==> config.mk <==
export PLATFORM = sky130hd
export DESIGN_NAME = mem1_stage
export DESIGN_NICKNAME = d
export VERILOG_FILES = /design/src/rtl/mem1_stage.sv
export SDC_FILE = /design/constraint.sdc
export NUM_CORES = 1
export LEC_CHECK = 0
export BUFFER_PORTS_ARGS = -buffer_cell sky130_fd_sc_hd__buf_2
export CELL_PAD_IN_SITES_DETAIL_PLACEMENT = 1
export CELL_PAD_IN_SITES_GLOBAL_PLACEMENT = 2
export CORE_ASPECT_RATIO = 0.7
export CORE_UTILIZATION = 30
export DETAILED_ROUTE_END_ITERATION = 10
export PLACE_DENSITY = 0.95
export REMOVE_ABC_BUFFERS = 1
export SLEW_MARGIN = 40
export SYNTH_ARGS = -nofsm -noshare
export SYNTH_HDL_FRONTEND = slang
export SYNTH_SLANG_ARGS = --single-unit
export TNS_END_PERCENT = 20
==> constraint.sdc <==
create_clock -name clk -period 8.59 [get_ports clk]
set_input_delay 1.2885 -clock clk [delete_from_list [all_inputs] [get_ports clk]]
set_output_delay 1.2885 -clock clk [all_outputs]
set_load 0.01 [all_outputs]
==> src/rtl/mem1_stage.sv <==
// First memory pipeline stage: issues one D-cache request per memory instruction, then forwards it to mem_stage.
// Optional alignment checking is enabled by defining M1S_ALIGN_CHECK_EN.
module mem1_stage #(
   parameter int ES_TO_M1_BUS_WD = 150,
   parameter int M1_TO_MS_BUS_WD = 149
) (
   input  logic                       clk,
   input  logic                       reset,
   input  logic                       es_to_m1s_valid,
   input  logic [ES_TO_M1_BUS_WD-1:0] es_to_m1s_bus,
   output logic                       m1s_allowin,
   input  logic                       ms_allowin,
   output logic                       m1s_to_ms_valid,
   output logic [M1_TO_MS_BUS_WD-1:0] m1s_to_ms_bus,
   input  logic                       flush,
   input  logic                       ex_in_pipe,
   output logic                       data_req,
   output logic                       data_wr,
   output logic [3:0]                 data_wstrb,
   output logic [31:0]                data_addr,
   output logic [31:0]                data_wdata,
   input  logic                       data_addr_ok,
   output logic [4:0]                 M1_dest,
   output logic [31:0]                M1_result,
   output logic                       M1_is_load
);

   typedef enum logic {IDLE, SENT} state_t;

   state_t                     state, state_nxt;
   logic                       m1s_valid;
   logic [ES_TO_M1_BUS_WD-1:0] bus_r;

   logic        inst_mfc0;
   logic [31:0] cp0_data;
   logic        ex_in;
   logic        mem_we;
   logic [31:0] rt_value;
   logic [11:0] mem_inst;
   logic        res_from_mem;
   logic        gr_we;
   logic [4:0]  dest;
   logic [31:0] alu_result;
   logic [31:0] pc;

   assign {inst_mfc0, cp0_data, ex_in, mem_we, rt_value, mem_inst,
           res_from_mem, gr_we, dest, alu_result, pc} = bus_r;

   logic [1:0] addr_lo;
   logic       is_mem;
   logic       adel, ades;
   logic       m1s_ex;
   logic       m1s_ready_go;
   logic       m1s_advance;

   assign addr_lo = alu_result[1:0];
   assign is_mem  = |mem_inst;

`ifdef M1S_ALIGN_CHECK_EN
   // lw/sw need word alignment, lh/lhu/sh halfword; byte and lwl/lwr/swl/swr never fault.
   assign adel = (mem_inst[0] && (addr_lo != 2'b00)) || ((mem_inst[4] || mem_inst[5]) && addr_lo[0]);
   assign ades = (mem_inst[1] && (addr_lo != 2'b00)) || (mem_inst[9] && addr_lo[0]);
`else
   assign adel = 1'b0;
   assign ades = 1'b0;
`endif

   assign m1s_ex = ex_in | adel | ades;

   // data_req must not depend on data_addr_ok, so the cache never sees a combinational loop.
   assign data_req = m1s_valid && is_mem && !m1s_ex && !ex_in_pipe && !flush && (state == IDLE);

   assign m1s_ready_go    = !is_mem || m1s_ex || (data_req && data_addr_ok) || (state == SENT);
   assign m1s_allowin     = !m1s_valid || (m1s_ready_go && ms_allowin);
   assign m1s_to_ms_valid = m1s_valid && m1s_ready_go && !flush;
   assign m1s_advance     = m1s_to_ms_valid && ms_allowin;

   // NOTE: sequential state uses non-blocking assignments so every register samples pre-edge values.
   always_ff @(posedge clk or posedge reset) begin
      if (reset) begin
         m1s_valid <= 1'b0;
      end else if (flush) begin
         m1s_valid <= 1'b0;
      end else if (m1s_allowin) begin
         m1s_valid <= es_to_m1s_valid;
      end
   end

   // NOTE: the payload register is reset too, so all outputs are defined zeros out of reset.
   always_ff @(posedge clk or posedge reset) begin
      if (reset) begin
         bus_r <= '0;
      end else if (es_to_m1s_valid && m1s_allowin) begin
         bus_r <= es_to_m1s_bus;
      end
   end

   always_ff @(posedge clk or posedge reset) begin
      if (reset) begin
         state <= IDLE;
      end else begin
         state <= state_nxt;
      end
   end

   // NOTE: every always_comb output gets a default first so no latch is inferred.
   always_comb begin
      state_nxt = state;
      case (state)
         IDLE:    if (data_req && data_addr_ok && !m1s_advance) state_nxt = SENT;
         SENT:    if (m1s_advance || flush)                     state_nxt = IDLE;
         default: state_nxt = IDLE;
      endcase
   end

   always_comb begin
      data_wstrb = 4'b0000;
      data_wdata = rt_value;
      if (mem_inst[1]) begin
         data_wstrb = 4'b1111;
      end else if (mem_inst[8]) begin
         data_wstrb = 4'b0001 << addr_lo;
         data_wdata = {4{rt_value[7:0]}};
      end else if (mem_inst[9]) begin
         case (addr_lo)
            2'd0:    data_wstrb = 4'b0011;
            2'd2:    data_wstrb = 4'b1100;
            default: data_wstrb = 4'b0000;
         endcase
         data_wdata = {2{rt_value[15:0]}};
      end else if (mem_inst[10]) begin
         data_wstrb = 4'b1111 >> (2'd3 - addr_lo);
         data_wdata = rt_value >> {2'd3 - addr_lo, 3'b000};
      end else if (mem_inst[11]) begin
         data_wstrb = 4'b1111 << addr_lo;
         data_wdata = rt_value << {addr_lo, 3'b000};
      end
   end

   assign data_addr = {alu_result[31:2], 2'b00};
   assign data_wr   = mem_we;

   assign m1s_to_ms_bus = {inst_mfc0, cp0_data, m1s_ex, rt_value, mem_inst,
                           res_from_mem, gr_we, dest, alu_result, pc};

   assign M1_dest    = dest & {5{m1s_valid && gr_we}};
   assign M1_result  = inst_mfc0 ? cp0_data : alu_result;
   assign M1_is_load = m1s_valid && res_from_mem;

endmodule

==> results of run 1 <==
-- power breakdown --
part / total, uW / internal, uW / switching [uW] / leakage [uW]
combinational: 1060 / 481 / 579 / 0.00309
sequential: 1040 / 853 / 184 / 0.00178
clock: 763 / 440 / 323 / 0.000282
-- metrics by stage --
step / cells / setup slack (ps) / power (uW) / cell area, um^2 / util
after floorplan: 594 / 3208 / 1586 / 7625 / -
after global placement: 1381 / 4606 / 2072 / 10230 / 0.3829
after detailed placement: 1381 / 4549 / 2110 / 10240 / 0.3834
after CTS: 1412 / 4065 / 2889 / 10830 / 0.4054
after global routing: 1413 / 4275 / 3022 / 10850 / 0.4063
final: 1413 / 4323 / 2860 / 10850 / 0.4063
-- metal layers --
| layer | GRT usage | vias to the layer above | part of all wire |
|---|---|---|---|
| met4 | 0.05425 | 8 | 0.013 |
| met5 | 0 | - | 0.0016 |
| met3 | 0.07101 | 33 | 0.079 |
| met2 | 0.3412 | 294 | 0.48 |
| met1 | 0.2770 | 3613 | 0.43 |
| li1 | - | 3218 | - |
-- cell usage in the layout, fill, tap and decap left out, types with 5 or more instances in the layout --
cell type	count
o31ai_1	7
buf_4	7
nand2_1	33
o211ai_1	5
mux2_2	83
dfrtp_1	151
nor3_1	7
a41o_1	5
nor2_1	9
inv_1	9
o22ai_1	7
nor2b_1	5
mux2i_1	13
a221o_1	11
a31o_2	5
o22a_1	6
and2_1	7
o21ai_0	22
a21oi_1	18
mux2_1	99
a221oi_1	15
clkbuf_16	17
and3_1	6
a211oi_1	6
a2bb2oi_1	5
a22oi_1	9
buf_2	413
-- worst min path at each step --
| stage | from | endpoint | slack (ps) | cells past startpoint |
|---|---|---|---|---|
| 3_3_place_gp | bus_r[22]$_DFFE_PP0P_ | bus_r[22]$_DFFE_PP0P_ | 460 | 1 |
| 6_report | bus_r[29]$_DFFE_PP0P_ | bus_r[29]$_DFFE_PP0P_ | 480 | 1 |
| 2_1_floorplan | m1s_valid$_DFFE_PP0P_ | state$_DFF_PP0_ | 520 | 1 |
| 4_1_cts | bus_r[29]$_DFFE_PP0P_ | bus_r[29]$_DFFE_PP0P_ | 490 | 1 |
| 5_1_grt | bus_r[29]$_DFFE_PP0P_ | bus_r[29]$_DFFE_PP0P_ | 500 | 1 |
| 3_5_place_dp | bus_r[29]$_DFFE_PP0P_ | bus_r[29]$_DFFE_PP0P_ | 470 | 1 |
-- layout make-up --
class,count,share of cell area
Sequential cell,152,0.3508
Multi-Input combinational cell,431,0.3489
Timing Repair Buffer,424,0.1998
Tap cell,364,0.04196
Clock buffer,19,0.04081
Clock inverter,12,0.01326
Inverter,11,0.004496
-- kinds of logic after synthesis --
logic type,Yosys count,synth area share
AO/OA/AOI/OAI,149,0.1376
buffers and inverters,92,0.06872
flip-flops,152,0.4673
multiplexers,196,0.2706
other,1,0.0004607
AND/OR/NAND/NOR,84,0.05534
-- state kept, by name, indices dropped and copies added (netlist names) --
signal and count:
state 1, m1s_valid 1, bus_r 150
-- worst reg2reg max path: stages (launching register included) --
cell     delay, ps
dfrtp_1        660
nor4_4         720
nand3_2        290
a21oi_4        390
buf_6          550
mux2_2         500
==> metrics list, run 1 <==
* Result of the run: finished clean
* Number of I/O pins: 416
- Entering global routing, the biggest net connects 84 pins.
- Die area: ~28000 um^2
- On the final layout, the worst clock skew is 10.95 ps.
- Number of buffers created by CTS: 17
- Traced cell by cell, the critical path runs through nor2b_1, a21oi_1, nor2_1, a221o_1, buf_2.
* Total routing usage reported by global routing: 0.2139
* Post-CTS resize count: 0
* Post-Syn Instances: 674
- Syn-to-layout area delta: 33.36%
* Fraction of final layout cells sized beyond drive strength 1: 0.5291
- Largest area contributor in the netlist: dfrtp_1
- DR pass1 iterations: 5
* Async SR Flop Fraction: 1.000
- The count of nets left with antenna violations once routing finished came out at 0.
- Vias/cell: about 5.1
* Nets: 1194
* Post-CTS Setup Repair Bufs: 0
- Final Max Slew Viols: 0
- Routability-driven placement finished with a final weighted congestion of 0.8024.
- Among cell families on the critical path, the largest total delay comes from simple AND/OR/NAND/NOR gates.
- Highest-delay cell along the critical path: dfrtp_1
* Transition at the pin with the smallest max-transition slack: 831.5 ps
* Slew HR: 0.4436
- The total overflow left after global routing is 0.
- Of the available clock period, the critical path in the final layout requires 0.4968.
- The most used flip-flop cell after synthesis is dfrtp_1.
* Die Ht: 139.8 um
- Synth top area share: 0.4673
- By startpoint and endpoint, the worst setup path is classified as reg -> out.
- The endpoint identified for the worst register-to-register timing path is bus_r[121]$_DFFE_PP0P_.
- STA classifies the critical path endpoint as an output pin.
- The initial antenna violation count is 7.
* Worst setup path startpoint: bus_r[82]$_DFFE_PP0P_
- The worst setup path is launched from a flop.
* Fmax achieved: 0.2343 GHz
- Routed wire length: around 30000 um
- Critical path endpoint: data_wdata[23]
* Average cell area after synthesis: about 12 um^2
* Fillers: 3056
* Antenna diode count: 0
* WP buf/inv: 1
* Clock slew seen by the registers of the worst setup and hold paths: 70 ps
- Clock network latency to the later pin of the worst-skew pair: 430 ps
* TritonCTS clock tree: yes
- The most common cell in the synthesized netlist is dfrtp_1.
- Via Count: 7166
* Summed negative setup slack over all endpoints: 0 ps
- Post-DR wirelength/cell: roughly 21 um
- Synth top cells by count: 152 x dfrtp_1, 99 x mux2_1, 83 x mux2_2
- Library cells used by synthesis: 61
* Critical path's largest stage delay: 740 ps
* Placed wire-length estimate: ~22000 um
- Maximum clock path buffer count: 2
- H-tree levels: 4
* Post-layout min period: 4267 ps
- Registers take 3807 um^2.
- Max-cap violations in this run came to 0.
* Endpoints failing setup: 0
- Root Buffer: clkbuf_16
- Post-route DRC: 0
- For the worst setup path, the data arrival time is 2980 ps.
- Cell depth of the worst flop-to-flop path: 5
- In this run the worst hold path is classified as reg -> reg.
- Buffers on Ports: 413
* DIE WIDTH: 198.9 um
* Netlist area before placement: 8139 um^2
- Power density relative to cell area: 263.5 nW/um^2
- The initialized floorplan defines 50 standard-cell rows.
- CTS Hold Bufs: 0
* Share of the yosys chip area belonging to registers: 0.4673
* Unrepaired setup endpoints after global routing: no
- At the worst endpoint, the required time is 7300 ps.
- Counting flops with a built-in enable in the synthesized netlist gives 0.
* Crit-path max FO: 15
- The via count of the first global-routing pass was 7440.
- Yosys synthesis warning count: 0
- Initial Utilization: 0.3047
* Number of register bits inferred by synthesis: about 150
* Multi-input combinational cell area: 3787 um^2
- Biggest area contributors in the synthesized netlist: dfrtp_1 47%, mux2_1 14%, mux2_2 11%
- The first routing iteration left 284 violations.
- In this run the critical register-to-register path is launched from bus_r[79]$_DFFE_PP0P_.
- The number of hold violations in the final report came to 0.
* Maximum ir drop on the vdd rail: 0.1252 mV
- Count of clock tree sinks: between 150 and 200
- The total area inside the core boundary comes to ~27000 um^2.
- Leakage power total: 0.005151 uW
- Worst hold slack after final layout: approximately 480 ps
* First-pass GRT wire length: 44860 um
- Across all register-to-register paths, the minimum setup slack is 5380 ps.
* Total number of cells along the worst setup path: 5
Note: power is estimated with default switching activity, not from simulation.
==> run 2: changes to the inputs <==
- CORE_UTILIZATION: 30 -> 25
- PLACE_DENSITY: 0.95 -> 0.87
- clock period: 8.59 -> 3.51 ns (I/O delays scaled with it)
==> run 2 against run 1 <==
Count of clock-buffer cells in the layout down 1; combinational power rose to 2.5 times the previous value; cell count up 4.9%.
==> metrics list, run 2 (synthesis gave the netlist of run 1 again) <==
* Result of the run: finished clean
- The number of gates resized after CTS came to 0 (unchanged).
- Slew HR: 0.4676 (+0.02391)
- The die width is 217.7 um (+9.4%).
- Highest-delay cell along the critical path: dfrtp_1
- Fraction of final layout cells sized beyond drive strength 1: 0.5330 (+0.003944)
* Portion of the clock cycle consumed by the worst path in the final layout: 0.9047
- WP buf/inv: 2 (+1)
* Transition at the pin with the smallest max-transition slack: 793.4 ps (-38.11 ps)
- Routed wire length: 30550 um (+2.7%)
- Area occupied by registers: 3805 um^2 (about the same)
- Number of max-cap violations: 0 (unchanged)
* Placeable core area: 31620 um^2 (+18%)
- DR pass1 iterations: 5 (unchanged)
- The detailed router's first-iteration violation count came to 435 (+53%).
- Pin count of the biggest net entering global routing: 87 (+3.6%)
* CP Launch Type: flop
- Nets: 1204 (+0.84%)
* Unrepaired setup endpoints after global routing: no
* Vias/cell: 4.866 (-4.0%)
- Fmax achieved: 0.3149 GHz
- Number of I/O pins: 416 (unchanged)
- The detailed placer's ending HPWL was 23580 um (+5.8%).
- Number of buffers created by CTS: 17 (unchanged)
- Worst hold slack after final layout: 82.25 ps (-396.9 ps)
- The setup slack of the worst register-to-register path is 730 ps (-4650 ps).
- Clock slew seen by the registers of the worst setup and hold paths: 70 ps (about the same)
- CTS Hold Bufs: 0 (unchanged)
- Most common cell after layout, fill and taps aside: buf_2
- Post-route DRC: 0 (unchanged)
- The final RePlAce weighted congestion was 0.8622 (+7.5%).
* First-pass GRT wire length: 46640 um (+4.0%)
- The mean routed wirelength per cell was 20.62 um (-2.1%).
* Count of nets left with antenna violations after detail routing: 0 (unchanged)
* Antenna violations before repair: 6 (-1)
- Register bank with the most flops: bus_r
- Multi-input combinational cell area: 3780 um^2 (-0.20%)
- Post-placement setup slack: 725.1 ps (-3824 ps)
- The maximum vdd ir drop was 0.3003 mV (+140%).
- Syn-to-layout area delta: 35.54%
- For the finished layout, the period the worst path requires is 3176 ps.
- Leakage power total: 0.005215 uW (+1.2%)
- The library cells used most frequently in the layout, excluding fill and tap cells, are 413 x buf_2, 151 x dfrtp_1, 99 x mux2_1.
- Final Instance Area: 11030 um^2 (+1.6%)
- Worst min-delay path category: in -> async
- The height of the die is 153.0 um (+9.4%).
- The via count of the first global-routing pass is 7575 (+1.8%).
- Type of the worst setup path: reg -> out
- Number of rows in the core area: 54 (+8.0%)
- Among cell families on the critical path, the largest total delay comes from compound AO/OA/AOI/OAI gates.
* Power density relative to cell area: 643.5 nW/um^2 (+140%)
- Total congestion overflow: 0 (unchanged)
- Crit-path max FO: 18 (+3)
- The number of fill cells came to 3664 (+20%).
- The total power after layout is 7099 uW (+150%).
- H-tree levels: 4 (unchanged)
- Worst endpoint data arrival time: 2650 ps (-330 ps)
- The post-layout worst setup margin is 334.5 ps (-3988 ps).
* Fin Clk Skew: 21.30 ps (+10.35 ps)
* Root Buffer: clkbuf_16
- STA classifies the critical path endpoint as an output pin.
- The deepest clock path buffer count was 2 (unchanged).
- The number of clock sinks came to 152 (unchanged).
- The number of hold violations in the final report came to 0 (unchanged).
- The delay contributed by the slowest stage of the critical path came to 550 ps (-190 ps).
- Via Count: 7212 (+0.64%)
* Buffers on Ports: 413 (unchanged)
* Placement Cell Area: 10420 um^2 (+1.7%)
- Summed negative setup slack over all endpoints: 0 ps (unchanged)
* Total routing usage reported by global routing: 0.1840 (-0.02990)
- The required time at the worst-slack endpoint was 2980 ps (-4320 ps).
- Crit-path cells: buf_4, nand3b_1, o22a_1, a21oi_1, a2bb2oi_1, buf_2
- The clock network latency to the later pin of the worst-skew pair is 450 ps (+20 ps).
- The starting density of the core was 0.2574 (-0.04728).
* Biggest registers after layout: bus_r x150, m1s_valid x1, state x1
- The number of buffers added for setup after CTS came to 0 (unchanged).
* Flip-flop count of the largest register after layout: 150 (unchanged)
* Final Max Slew Viols: 0 (unchanged)
- TritonCTS built the clock tree.
* Endpoints failing setup: 0 (unchanged)
- Die area: 33290 um^2 (+20%)
## run 2: per-stage QoR
stage                     instances    util
after floorplan                 594       -
after global placement         1448  0.3295
after detailed placement       1448  0.3295
after CTS                      1480  0.3487
after global routing           1480  0.3487
final                          1482  0.3489
## run 2: routing by layer
metal / global-route usage / vias up / share of wire / wire [um]
met5: 0 / - / 0.0014 / 44
met4: 0.04695 / 6 / 0.017 / 522
met3: 0.05970 / 33 / 0.076 / 2337
met2: 0.3035 / 294 / 0.49 / 14820
met1: 0.2304 / 3620 / 0.42 / 12830
li1: - / 3259 / - / -
## run 2: power breakdown
group	switching [uW]	total (uW)	leakage [uW]	internal, uW
sequential	431	2520	0.00178	2090
combinational	1450	2660	0.00314	1210
clock	843	1920	0.000295	1080
total	2730	7100	0.00521	4370
## run 2: worst paths after layout
kind,start,end,cells after the start
min in group clk,es_to_m1s_bus[45],bus_r[45]$_DFFE_PP0P_,2
hold / removal,reset,bus_r[23]$_DFFE_PP0P_,2
max in group asynchronous,reset,bus_r[73]$_DFFE_PP0P_,3
hold reg to reg,bus_r[23]$_DFFE_PP0P_,bus_r[23]$_DFFE_PP0P_,1
setup / recovery,bus_r[81]$_DFFE_PP0P_,data_wdata[27],6
setup reg to reg,bus_r[79]$_DFFE_PP0P_,bus_r[124]$_DFFE_PP0P_,5
## run 2: cell type report
cell class | count | share of cell area
Sequential cell | 152 | 0.3449
Multi-Input combinational cell | 431 | 0.3426
Timing Repair Buffer | 434 | 0.2051
Tap cell | 420 | 0.04764
Clock buffer | 18 | 0.03890
Clock inverter | 14 | 0.01622
Inverter | 11 | 0.004196
Antenna cell | 2 | 0.0004537
